## src/rtl/outputc_pkg.sv

```systemverilog
// Shared link-format macros plus the outputc package: flit types, widths and VC helpers.
// Macros are guarded so an existing router-wide define set takes precedence.
`ifndef OUTPUTC_DEFINES_SV
`define OUTPUTC_DEFINES_SV
`define DATAW         31
`define VCH           1
`define VCHW          0
`define TYPE_MSB      31
`define TYPE_LSB      29
`define TYPE_NONE     3'd0
`define TYPE_HEAD     3'd1
`define TYPE_BODY     3'd2
`define TYPE_TAIL     3'd3
`define TYPE_HEADTAIL 3'd4
`define OUTBUF_DEPTH  4
`define OUTBUF_PTRW   2
`endif

package outputc_pkg;
  localparam int DW       = `DATAW + 1;
  localparam int NVC      = `VCH + 1;
  localparam int VCW      = `VCHW + 1;
  localparam int TYPE_MSB = `TYPE_MSB;
  localparam int TYPE_LSB = `TYPE_LSB;
  localparam int TW       = TYPE_MSB - TYPE_LSB + 1;

  typedef enum logic [TW-1:0] {
    FT_NONE     = `TYPE_NONE,
    FT_HEAD     = `TYPE_HEAD,
    FT_BODY     = `TYPE_BODY,
    FT_TAIL     = `TYPE_TAIL,
    FT_HEADTAIL = `TYPE_HEADTAIL
  } flit_type_e;

  function automatic flit_type_e flit_type(input logic [DW-1:0] d);
    return flit_type_e'(d[TYPE_MSB:TYPE_LSB]);
  endfunction

  // Cyclic successor of a VC id; NVC need not be a power of two.
  function automatic logic [VCW-1:0] vc_inc(input logic [VCW-1:0] v);
    return (int'(v) == NVC - 1) ? '0 : v + 1'b1;
  endfunction
endpackage

```

## src/rtl/outputc_vcbuf.sv

```systemverilog
// Single-VC circular flit buffer with occupancy, 2-slot-margin ready, packet lock and sticky overflow.
// Read data is combinational from the read pointer; a full buffer accepts a write only when it pops that cycle.
module outc_vcbuf
  import outputc_pkg::*;
#(
  parameter int DEPTH = `OUTBUF_DEPTH
) (
  input  logic                    clk,
  input  logic                    rst_,
  input  logic                    i_push,
  input  logic                    i_pop,
  input  logic [DW-1:0]           i_din,
  output logic [DW-1:0]           o_dout,
  output logic [$clog2(DEPTH):0]  o_count,
  output logic                    o_rdy,
  output logic                    o_lck,
  output logic                    o_ovf
);
  localparam int PW = $clog2(DEPTH);
  localparam int CW = PW + 1;

  logic [DW-1:0] r_mem [DEPTH];
  logic [PW-1:0] r_wp;
  logic [PW-1:0] r_rp;
  logic [CW-1:0] r_count;
  logic          r_lck;
  logic          r_ovf;

  logic          w_full;
  logic          w_wr;
  flit_type_e    w_type;

  assign w_type = flit_type(i_din);
  assign w_full = (r_count == CW'(DEPTH));
  assign w_wr   = i_push && (!w_full || i_pop);

  always_ff @(posedge clk) begin
    if (rst_) begin
      r_wp    <= '0;
      r_rp    <= '0;
      r_count <= '0;
      r_lck   <= 1'b0;
      r_ovf   <= 1'b0;
    end else begin
      if (w_wr)  r_wp <= r_wp + 1'b1;
      if (i_pop) r_rp <= r_rp + 1'b1;
      if (w_wr && !i_pop)      r_count <= r_count + 1'b1;
      else if (!w_wr && i_pop) r_count <= r_count - 1'b1;
      if (i_push && !w_wr) r_ovf <= 1'b1;
      if (w_wr && w_type == FT_HEAD)      r_lck <= 1'b1;
      else if (w_wr && w_type == FT_TAIL) r_lck <= 1'b0;
    end
  end

  // Storage is not reset: stale entries are unreachable once the count clears.
  always_ff @(posedge clk) begin
    if (w_wr) r_mem[r_wp] <= i_din;
  end

  assign o_dout  = r_mem[r_rp];
  assign o_count = r_count;
  assign o_rdy   = (r_count <= CW'(DEPTH - 2));
  assign o_lck   = r_lck;
  assign o_ovf   = r_ovf;
endmodule

```

## src/rtl/outputc.sv

```systemverilog
// Transmit side of a physical channel: per-VC buffers, round-robin pop gated by downstream irdy, registered link.
// ivalid-to-ovalid is 2 cycles minimum; one flit per cycle across all VCs.
module outputc
  import outputc_pkg::*;
#(
  parameter int ROUTERID = 0,
  parameter int PCHID    = 0,
  parameter int DEPTH    = 4
) (
  input  logic               clk,
  input  logic               rst_,
  input  logic [`DATAW:0]    idata,
  input  logic               ivalid,
  input  logic [`VCHW:0]     ivch,
  output logic [`VCH:0]      ordy,
  output logic [`VCH:0]      olck,
  output logic [`DATAW:0]    odata,
  output logic               ovalid,
  output logic [`VCHW:0]     ovch,
  input  logic [`VCH:0]      irdy,
  output logic               ovf
);
  localparam int CW = $clog2(DEPTH) + 1;

  logic               w_wr;
  logic [NVC-1:0]     w_push;
  logic [NVC-1:0]     w_pop;
  logic [NVC-1:0]     w_elig;
  logic [NVC-1:0]     w_ovf;
  logic [DW-1:0]      w_dout  [NVC];
  logic [CW-1:0]      w_count [NVC];

  logic               w_gnt;
  logic [VCW-1:0]     w_gnt_vc;
  logic [VCW-1:0]     w_idx;

  logic [VCW-1:0]     r_rr;
  logic [DW-1:0]      r_odata;
  logic               r_ovalid;
  logic [VCW-1:0]     r_ovch;

  assign w_wr = ivalid && (flit_type(idata) != FT_NONE);

  for (genvar v = 0; v < NVC; v++) begin : g_vc
    assign w_push[v] = w_wr && (int'(ivch) == v);
    assign w_elig[v] = (w_count[v] != '0) && irdy[v];

    outc_vcbuf #(.DEPTH(DEPTH)) u_buf (
      .clk     (clk),
      .rst_    (rst_),
      .i_push  (w_push[v]),
      .i_pop   (w_pop[v]),
      .i_din   (idata),
      .o_dout  (w_dout[v]),
      .o_count (w_count[v]),
      .o_rdy   (ordy[v]),
      .o_lck   (olck[v]),
      .o_ovf   (w_ovf[v])
    );
  end

  // Scan VCs cyclically from r_rr; the first eligible one wins.
  always_comb begin
    w_gnt    = 1'b0;
    w_gnt_vc = r_rr;
    w_idx    = r_rr;
    for (int i = 0; i < NVC; i++) begin
      if (!w_gnt && w_elig[w_idx]) begin
        w_gnt    = 1'b1;
        w_gnt_vc = w_idx;
      end
      w_idx = vc_inc(w_idx);
    end
  end

  always_comb begin
    w_pop = '0;
    if (w_gnt) w_pop[w_gnt_vc] = 1'b1;
  end

  always_ff @(posedge clk) begin
    if (rst_) begin
      r_rr     <= '0;
      r_odata  <= '0;
      r_ovalid <= 1'b0;
      r_ovch   <= '0;
    end else begin
      r_ovalid <= w_gnt;
      r_odata  <= w_gnt ? w_dout[w_gnt_vc] : '0;
      if (w_gnt) begin
        r_ovch <= w_gnt_vc;
        r_rr   <= vc_inc(w_gnt_vc);
      end
    end
  end

  assign odata  = r_odata;
  assign ovalid = r_ovalid;
  assign ovch   = r_ovch;
  assign ovf    = |w_ovf;

`ifndef SYNTHESIS
  a_head_on_locked_vc: assert property (@(posedge clk) disable iff (rst_)
      !(w_wr && flit_type(idata) == FT_HEAD && olck[ivch]))
    else $error("outputc r%0d p%0d: HEAD written to locked VC %0d", ROUTERID, PCHID, ivch);
`endif
endmodule

```

## config.mk

```make
export PLATFORM = sky130hd
export DESIGN_NAME = outputc
export DESIGN_NICKNAME = d
export VERILOG_FILES = /design/src/rtl/outputc_pkg.sv /design/src/rtl/outputc_vcbuf.sv /design/src/rtl/outputc.sv
export SDC_FILE = /design/constraint.sdc
export NUM_CORES = 1
export LEC_CHECK = 0
export BUFFER_PORTS_ARGS = -buffer_cell sky130_fd_sc_hd__clkbuf_2
export CAP_MARGIN = 10
export CELL_PAD_IN_SITES_DETAIL_PLACEMENT = 0
export CELL_PAD_IN_SITES_GLOBAL_PLACEMENT = 1
export CORE_MARGIN = 1
export CORE_UTILIZATION = 56
export CTS_CLUSTER_SIZE = 10
export DETAILED_ROUTE_END_ITERATION = 16
export GPL_TIMING_DRIVEN = 0
export PLACE_DENSITY = 0.85
export RECOVER_POWER = 50
export SLEW_MARGIN = 20
export SYNTH_ARGS = -nofsm -noshare
export SYNTH_HDL_FRONTEND = slang
export SYNTH_HIERARCHICAL = 1
export SYNTH_SLANG_ARGS = --single-unit
```

## constraint.sdc

```tcl
create_clock -name clk -period 5.1 [get_ports clk]
set_clock_uncertainty 0.05 [all_clocks]
set_input_delay 0.255 -clock clk [delete_from_list [all_inputs] [get_ports clk]]
set_output_delay 0.255 -clock clk [all_outputs]
set_load 0.01 [all_outputs]
```

=== Word-level counts from Yosys, hierarchy flattened ===
Memory sizes are Yosys's and may differ from the RTL's. A register that Yosys moved wholly into a read port is not among the register bits.
Cells that the tools add are included.

* Logic and storage cells: 108
* Memories: 2
* Bits of input ports: 38
* Bits in registers: 53
* Memory bits (writable): 256

* Mux-type cells: 31
* $add $sub $neg: 10
* Equal/unequal tests: 4
* Bitwise logic cells: 3
* Reductions and logical operators: 37
* Magnitude comparators: 7

{| class="wikitable"
|+ Memories
! name !! depth !! bits a word !! rd ports !! clocked after Yosys merged registers in !! wr ports !! RTL line !! source
|-
| g_vc[0].u_buf.r_mem || 4 || 32 || 1 || 1 || 1 || outputc_vcbuf.sv:22 || <nowiki>logic [DW-1:0] r_mem [DEPTH];</nowiki>
|-
| g_vc[1].u_buf.r_mem || 4 || 32 || 1 || 1 || 1 || outputc_vcbuf.sv:22 ||
|}

{| class="wikitable"
|+ Operators with widths
! operator !! number
|-
| 32-bit 2-to-1 mux || 3
|-
| 1-bit logical AND || 19
|-
| 1-bit 2-to-1 mux || 18
|-
| 3-bit 2-to-1 mux || 4
|-
| 2-bit 2-to-1 mux || 5
|-
| 3-bit nonzero test || 3
|-
| 2-bit by 1-bit adder with 2-bit output, second input constant || 4
|-
| 2-bit nonzero test || 4
|-
| 1-bit zero test || 7
|-
| 3-bit by 1-bit adder with 3-bit output, second input constant || 2
|-
| 3-bit equality test, second input constant || 2
|-
| 3-bit by 2-bit <= comparator with 1-bit output, second input constant || 2
|-
| 1-bit by 2-bit less-than comparator with 1-bit output, second input constant || 3
|-
| 3-bit by 1-bit subtractor with 3-bit output, second input constant || 2
|-
| 2-bit OR reduction || 2
|-
| 3-bit by 1-bit equality test with 1-bit output, second input constant || 1
|-
| 3-bit by 2-bit equality test with 1-bit output, second input constant || 1
|-
| 1-bit adder, second input constant || 2
|-
| 2-bit >= comparator, second input constant || 1
|-
| 1-bit logical OR || 2
|-
| 1-bit NOT || 2
|-
| 1-bit NOT with 2-bit output || 1
|-
| 1-bit demux with 1-bit select || 1
|-
| 1-bit >= comparator, second input constant || 1
|}

=== Logic depth before layout (Yosys ltp) ===
* Depth in word-level cells: 19
* Mapped depth: 14
* Depth with buffers taken out: 11

=== Hierarchy ===
Netlist, hierarchy kept.

{| class="wikitable"
|+ Modules (own cells, without submodules)
! module !! times used !! area each (µm²) !! sequential area each (µm²) !! cells each
|-
| outc_vcbuf at g_vc[0].u_buf || 1 || 5165.0 || 4063.9 || 223
|-
| outc_vcbuf at g_vc[1].u_buf || 1 || 5162.5 || 4063.9 || 223
|-
| outputc || 1 || 1739.2 || 700.7 || 163
|}

=== Worst setup path after synthesis ===
No wires, ideal clock.

* Path kind: reg2reg
* From: register g_vc[1].u_buf.r_count[1]
* To: register g_vc[0].u_buf.r_count[2]
* Setup slack: 2.146 ns
* Path buffers: 3
* Stages on the path, launching flop included: 15
* Arrival time: 2.833 ns
* Setup time: 0.071 ns
* Path through: dfxtp_1 > o311a_1 > or2_1 > buf_6 > buf_6 > inv_1 > nor4b_4 > nor2b_1 > buf_6 > ha_1 > inv_1 > fa_1 > xor2_1 > or3_1 > a21oi_1

* Longest elaborated chain between the ends: 18

{| class="wikitable"
|+ Ends and longest elaborated chain
! what !! RTL line !! source
|-
| from (decl) || outputc_vcbuf.sv:25 || <nowiki>logic [CW-1:0] r_count;</nowiki>
|-
| from (signal assigned) || outputc_vcbuf.sv:47 || <nowiki>if (w_wr && !i_pop) r_count <= r_count + 1'b1;</nowiki>
|-
| from (signal assigned) || outputc_vcbuf.sv:48 || <nowiki>else if (!w_wr && i_pop) r_count <= r_count - 1'b1;</nowiki>
|-
| 3-bit nonzero test (*) || outputc.sv:46 || <nowiki>assign w_elig[v] = (w_count[v] != '0) && irdy[v];</nowiki>
|-
| 1-bit logical AND (*) || outputc.sv:46 ||
|-
| 1-bit 2-to-1 mux (not written as such) (2 in a row) || outputc.sv:68 || <nowiki>if (!w_gnt && w_elig[w_idx]) begin</nowiki>
|-
| 1-bit 2-to-1 mux || outputc.sv:68 ||
|-
| 1-bit zero test || outputc.sv:68 ||
|-
| 1-bit logical AND || outputc.sv:68 ||
|-
| 1-bit 2-to-1 mux || outputc.sv:68 ||
|-
| 1-bit by 2-bit less-than comparator with 1-bit output (not written as such) / 1-bit >= comparator (equally long branches) || outputc.sv:78 || <nowiki>if (w_gnt) w_pop[w_gnt_vc] = 1'b1;</nowiki>
|-
| [3 not listed] || - ||
|-
| 2-bit 2-to-1 mux (*) || outputc.sv:78 ||
|-
| named net w_pop[0] || outputc.sv:27 || <nowiki>logic [NVC-1:0] w_pop;</nowiki>
|-
| 1-bit logical OR (*) || outputc_vcbuf.sv:35 || <nowiki>assign w_wr = i_push && (!w_full || i_pop);</nowiki>
|-
| 1-bit logical AND (*) || outputc_vcbuf.sv:35 ||
|-
| named net g_vc[0].u_buf.w_wr || outputc_vcbuf.sv:30 || <nowiki>logic w_wr;</nowiki>
|-
| 1-bit zero test || outputc_vcbuf.sv:48 ||
|-
| 1-bit logical AND || outputc_vcbuf.sv:48 ||
|-
| 2-bit nonzero test (no source line) || - ||
|-
| to (signal assigned) || outputc_vcbuf.sv:47 ||
|-
| to (signal assigned) || outputc_vcbuf.sv:48 ||
|-
| to (decl) || outputc_vcbuf.sv:25 ||
|}

Mark *: on every way through the listed nets, which the timed path passes. The rest lies on a longest branch. The select of a mux whose other input is x is not followed.
A chain may end at the register's enable or synchronous reset.

=== Worst setup path after layout ===
* From: register g_vc[0].u_buf.r_count[0]
* To: register g_vc[1].u_buf.r_count[2]

* Longest elaborated chain between the ends: 18

{| class="wikitable"
|+ Ends and longest elaborated chain
! what !! RTL line
|-
| 3-bit nonzero test (*) || outputc.sv:46
|-
| 1-bit logical AND (*) || outputc.sv:46
|-
| 1-bit 2-to-1 mux (not written as such) (2 in a row) || outputc.sv:68
|-
| 1-bit 2-to-1 mux || outputc.sv:68
|-
| 1-bit zero test || outputc.sv:68
|-
| 1-bit logical AND || outputc.sv:68
|-
| 1-bit 2-to-1 mux || outputc.sv:68
|-
| 1-bit by 2-bit less-than comparator with 1-bit output (not written as such) / 1-bit >= comparator (equally long branches) || outputc.sv:78
|-
| [3 not listed] || -
|-
| 2-bit 2-to-1 mux (*) || outputc.sv:78
|-
| named net w_pop[1] || outputc.sv:27
|-
| 1-bit logical OR (*) || outputc_vcbuf.sv:35
|-
| 1-bit logical AND (*) || outputc_vcbuf.sv:35
|-
| named net g_vc[1].u_buf.w_wr || outputc_vcbuf.sv:30
|-
| 1-bit zero test || outputc_vcbuf.sv:48
|-
| 1-bit logical AND || outputc_vcbuf.sv:48
|-
| 2-bit nonzero test (no source line) || -
|}

Marked as above.

==> impl_metrics.yaml <==
die:
  fp.dieH_um: 149
  core_um2: 21100
  io_pins: 77
  start_util: 0.572
  die_area_um2: 22100
  num_rows: 53
  die_w_um: 149
outcome:
  run_status: "complete, no violations"
timing:
  worst_pin_slew_ps: 1080
  rsz0062_at_grt: "false"
  fin_setup_tns_ps: 0
  maxSlewHeadroom: 0.283
  finalHoldViolations: 0
  maxSlewViolCount: 0
  finalSetupViolCount: 0
  post-route-min-period_ps: 4010
  period_share: 0.787
  holdWs_ps: 89.2
  fmax_mhz: 249
detailed_routing:
  first_pass_iters: 5
  vias_per_cell: 5.76
  wl_per_cell_um: 23.1
  drtAntennaViolNets: 0
  wl_met3_um: 1510
  drt-total-wl_um: 24400
  highest_layer: "met4"
  post-route-drc-count: 0
  m1WireLength_um: 9860
  num_vias: 6084
  dr_wl_met2_um: 12500
  drt-initial-drc-count: 561
yosys:
  mappedNetlistArea_um2: 12100
  synth_cell_types: 36
  yosysWarningCount: 6
  seq_area_frac_synth: 0.732
  synth_seq_cells: 313
  netlist_instances: 609
  synthTopCellsByArea: "edfxtp_1, mux4_2, dfxtp_1"
  synth_top_cell_by_area: "edfxtp_1"
  postSynthAreaPerCell_um2: 19.8
  yosysTopAreaCellShare: 0.637
  synth_fp_nets: 659
critical_path:
  cp_top_family: "compound AO/OA/AOI/OAI gates"
  crit_path_cell_trace: "o31ai_1 -> o211ai_1 -> buf_2 -> inv_1 -> nor4b_4 -> nor2b_1 -> buf_6 -> ha_1 -> inv_1 -> fa_1 -> xor2_1 -> or3_1 -> a21oi_1"
  cp-end-kind: "flop"
  r2r-end: "g_vc[1].u_buf/o_count[2]"
  worstSetupPathType: "flop to flop"
  required_ps: 5490
  path_buf_inv: 4
  rr_startpoint: "g_vc[0].u_buf/o_count[0]"
  cpMostUsedCell: "inv_1"
  r2r_slack_ps: 1090
  reg2regPathDepth: 13
  max_stage_delay_ps: 800
  crit_arrival_ps: 4400
  path_max_fanout: 10
  startpoint_type: "flop"
  slowest_stage: "o211ai_1"
layout:
  n_antenna_cell: 0
  nNetsFinal: 804
  drive_gt1_frac: 0.212
  final_cells: 1057
  area_growth_syn_to_layout_pct: 16.4
  final_area_um2: 14000
power_and_ir_drop:
  leakagePower_nw: 4.62
  total_power_mw: 6.97
  power_density_nw_per_um2: 496
  peakVddDrop_mv: 0.305
cts:
  cts_buffers: 37
  clockRootBuffer: "clkbuf_16"
  clk_latency_ps: 520
  cts_tree: "done"
  path_clk_slew_ps: 50
  cts_buffer_depth: 3
  clkSinkCount: 313
  post-cts-setup-buffers: 0
  cts_max_level: 2
placement:
  dp_cells: 960
  gp_congestion: 0.701
  placed_area_um2: 12800
  hpwl_um: 14100
  io_buffers: 76
global_route:
  grt_use_total: 0.232
  grt_pass1_vias: 6488
  overflow: 0
  grt_max_degree: 33
  grt_pass1_wl_um: 37200
  antenna_found_initial: 0
hold_path:
  hold_path.class: "input port to flop"
  whs_endpoint: "g_vc[0].u_buf/o_ovf"
  min_path_cells: 4
  hp-start: "ivch"
run:
  drv_cap: 0
-- sequential cells by signal, summed over array words and instances, names as in the netlist, named ones only --
register	cells
g_vc.u_buf/r_mem	256
g_vc.u_buf/o_count	6
g_vc.u_buf/o_ovf	2
r_rr	1
g_vc.u_buf/r_wp	4
ovch	1
ovalid	1
odata	32
g_vc.u_buf/o_lck	2
g_vc.u_buf/r_rp	4
-- where the power goes --
part / switching (mW) / leakage, nW / internal, mW
sequential: 0.102 / 2.79 / 2.99
clock: 0.944 / 0.517 / 1.43
combinational: 0.824 / 1.31 / 0.688
-- worst min-delay path, cell delays in order --
cell      delay [ps]
clkbuf_2          90
nor2_1            60
a21oi_1          140
nor2_1            50
-- stage by stage --
stage | util | worst slack, ps
3_5_place_dp | 0.607 | 1520
4_1_cts | 0.672 | 1470
5_1_grt | 0.666 | 861
2_1_floorplan | - | 2150
3_3_place_gp | 0.607 | 1630
6_report | 0.666 | 1090
-- worst max-delay path by stage --
stage / cells past startpoint / from / endpoint
floorplan: 14 / g_vc[1].u_buf/o_count[1] / g_vc[0].u_buf/o_count[2]
global placement: 13 / g_vc[0].u_buf/o_count[0] / g_vc[1].u_buf/o_count[2]
detailed placement: 13 / g_vc[0].u_buf/o_count[0] / g_vc[1].u_buf/o_count[2]
CTS: 13 / g_vc[0].u_buf/o_count[0] / g_vc[1].u_buf/o_count[2]
global route: 13 / g_vc[0].u_buf/o_count[1] / g_vc[1].u_buf/o_count[2]
finish: 13 / g_vc[0].u_buf/o_count[0] / g_vc[1].u_buf/o_count[2]
-- what timing repair did --
item	in CTS	in global routing
gates resized for setup	0	0
hold endpoints to repair	233	0
hold buffers	30	0
-- cells in the final DEF, fill, tap and decap left out, types with 3 or more instances in the layout --
cell	count
clkbuf_16	37
ha_1	10
nor2_1	20
mux2i_1	4
clkbuf_1	106
a21oi_1	8
buf_6	6
dfxtp_1	57
nand2b_1	36
edfxtp_1	256
inv_1	44
o32ai_1	6
o32ai_2	24
mux4_2	64
dlygate4sd3_1	30
buf_2	7
buf_4	3
buf_1	8
or3_1	3
a211oi_1	3
xor2_1	6
clkbuf_2	4
nand2_1	4
and2_2	8
-- per-layer routing --
| layer | vias up | global-route usage |
|---|---|---|
| li1 | 2683 | - |
| met3 | 40 | 0.0339 |
| met4 | 0 | 0.0730 |
| met1 | 3131 | 0.310 |
| met5 | - | 0 |
| met2 | 230 | 0.396 |
-- logic make-up after synthesis --
kind of cell | synth area share
buffers and inverters | 0.0293
and+or+nand+nor | 0.0399
DFF | 0.732
muxes | 0.125
xor gates and xnor gates | 0.00581
adders and majority gates | 0.0137
AOI/OAI and AO/OA | 0.0543
-- cell type report --
type / count / area, um^2
Sequential cell: 313 / 8830
Timing Repair Buffer: 106 / 591
Clock inverter: 3 / 47.5
Buffer: 32 / 185
Tap cell: 275 / 344
Fill cell: 1399 / 7040
Inverter: 44 / 165
Multi-Input combinational cell: 220 / 2850
Clock buffer: 64 / 1040
-- synthesized netlist by cell type, drive strengths merged --
| library cell | n |
|---|---|
| nand2 | 4 |
| mux2 | 2 |
| o21ba | 2 |
| mux2i | 4 |
| ha | 10 |
| dfxtp | 57 |
| and2 | 8 |
| buf | 25 |
| or2 | 2 |
| o311a | 1 |
| nand2b | 36 |
| o21ai | 2 |
| inv | 44 |
| a21oi | 8 |
| edfxtp | 256 |
| nor2b | 2 |
| o32ai | 32 |
| or3 | 3 |
| nand3b | 2 |
| xnor2 | 2 |
| mux4 | 64 |
| o211ai | 1 |
| nor4b | 2 |
| o31ai | 2 |
| clkbuf | 7 |
| xor2 | 6 |
| fa | 2 |
| a211oi | 3 |
| nor2 | 20 |
No activity file was read; power rests on OpenSTA's default activity.
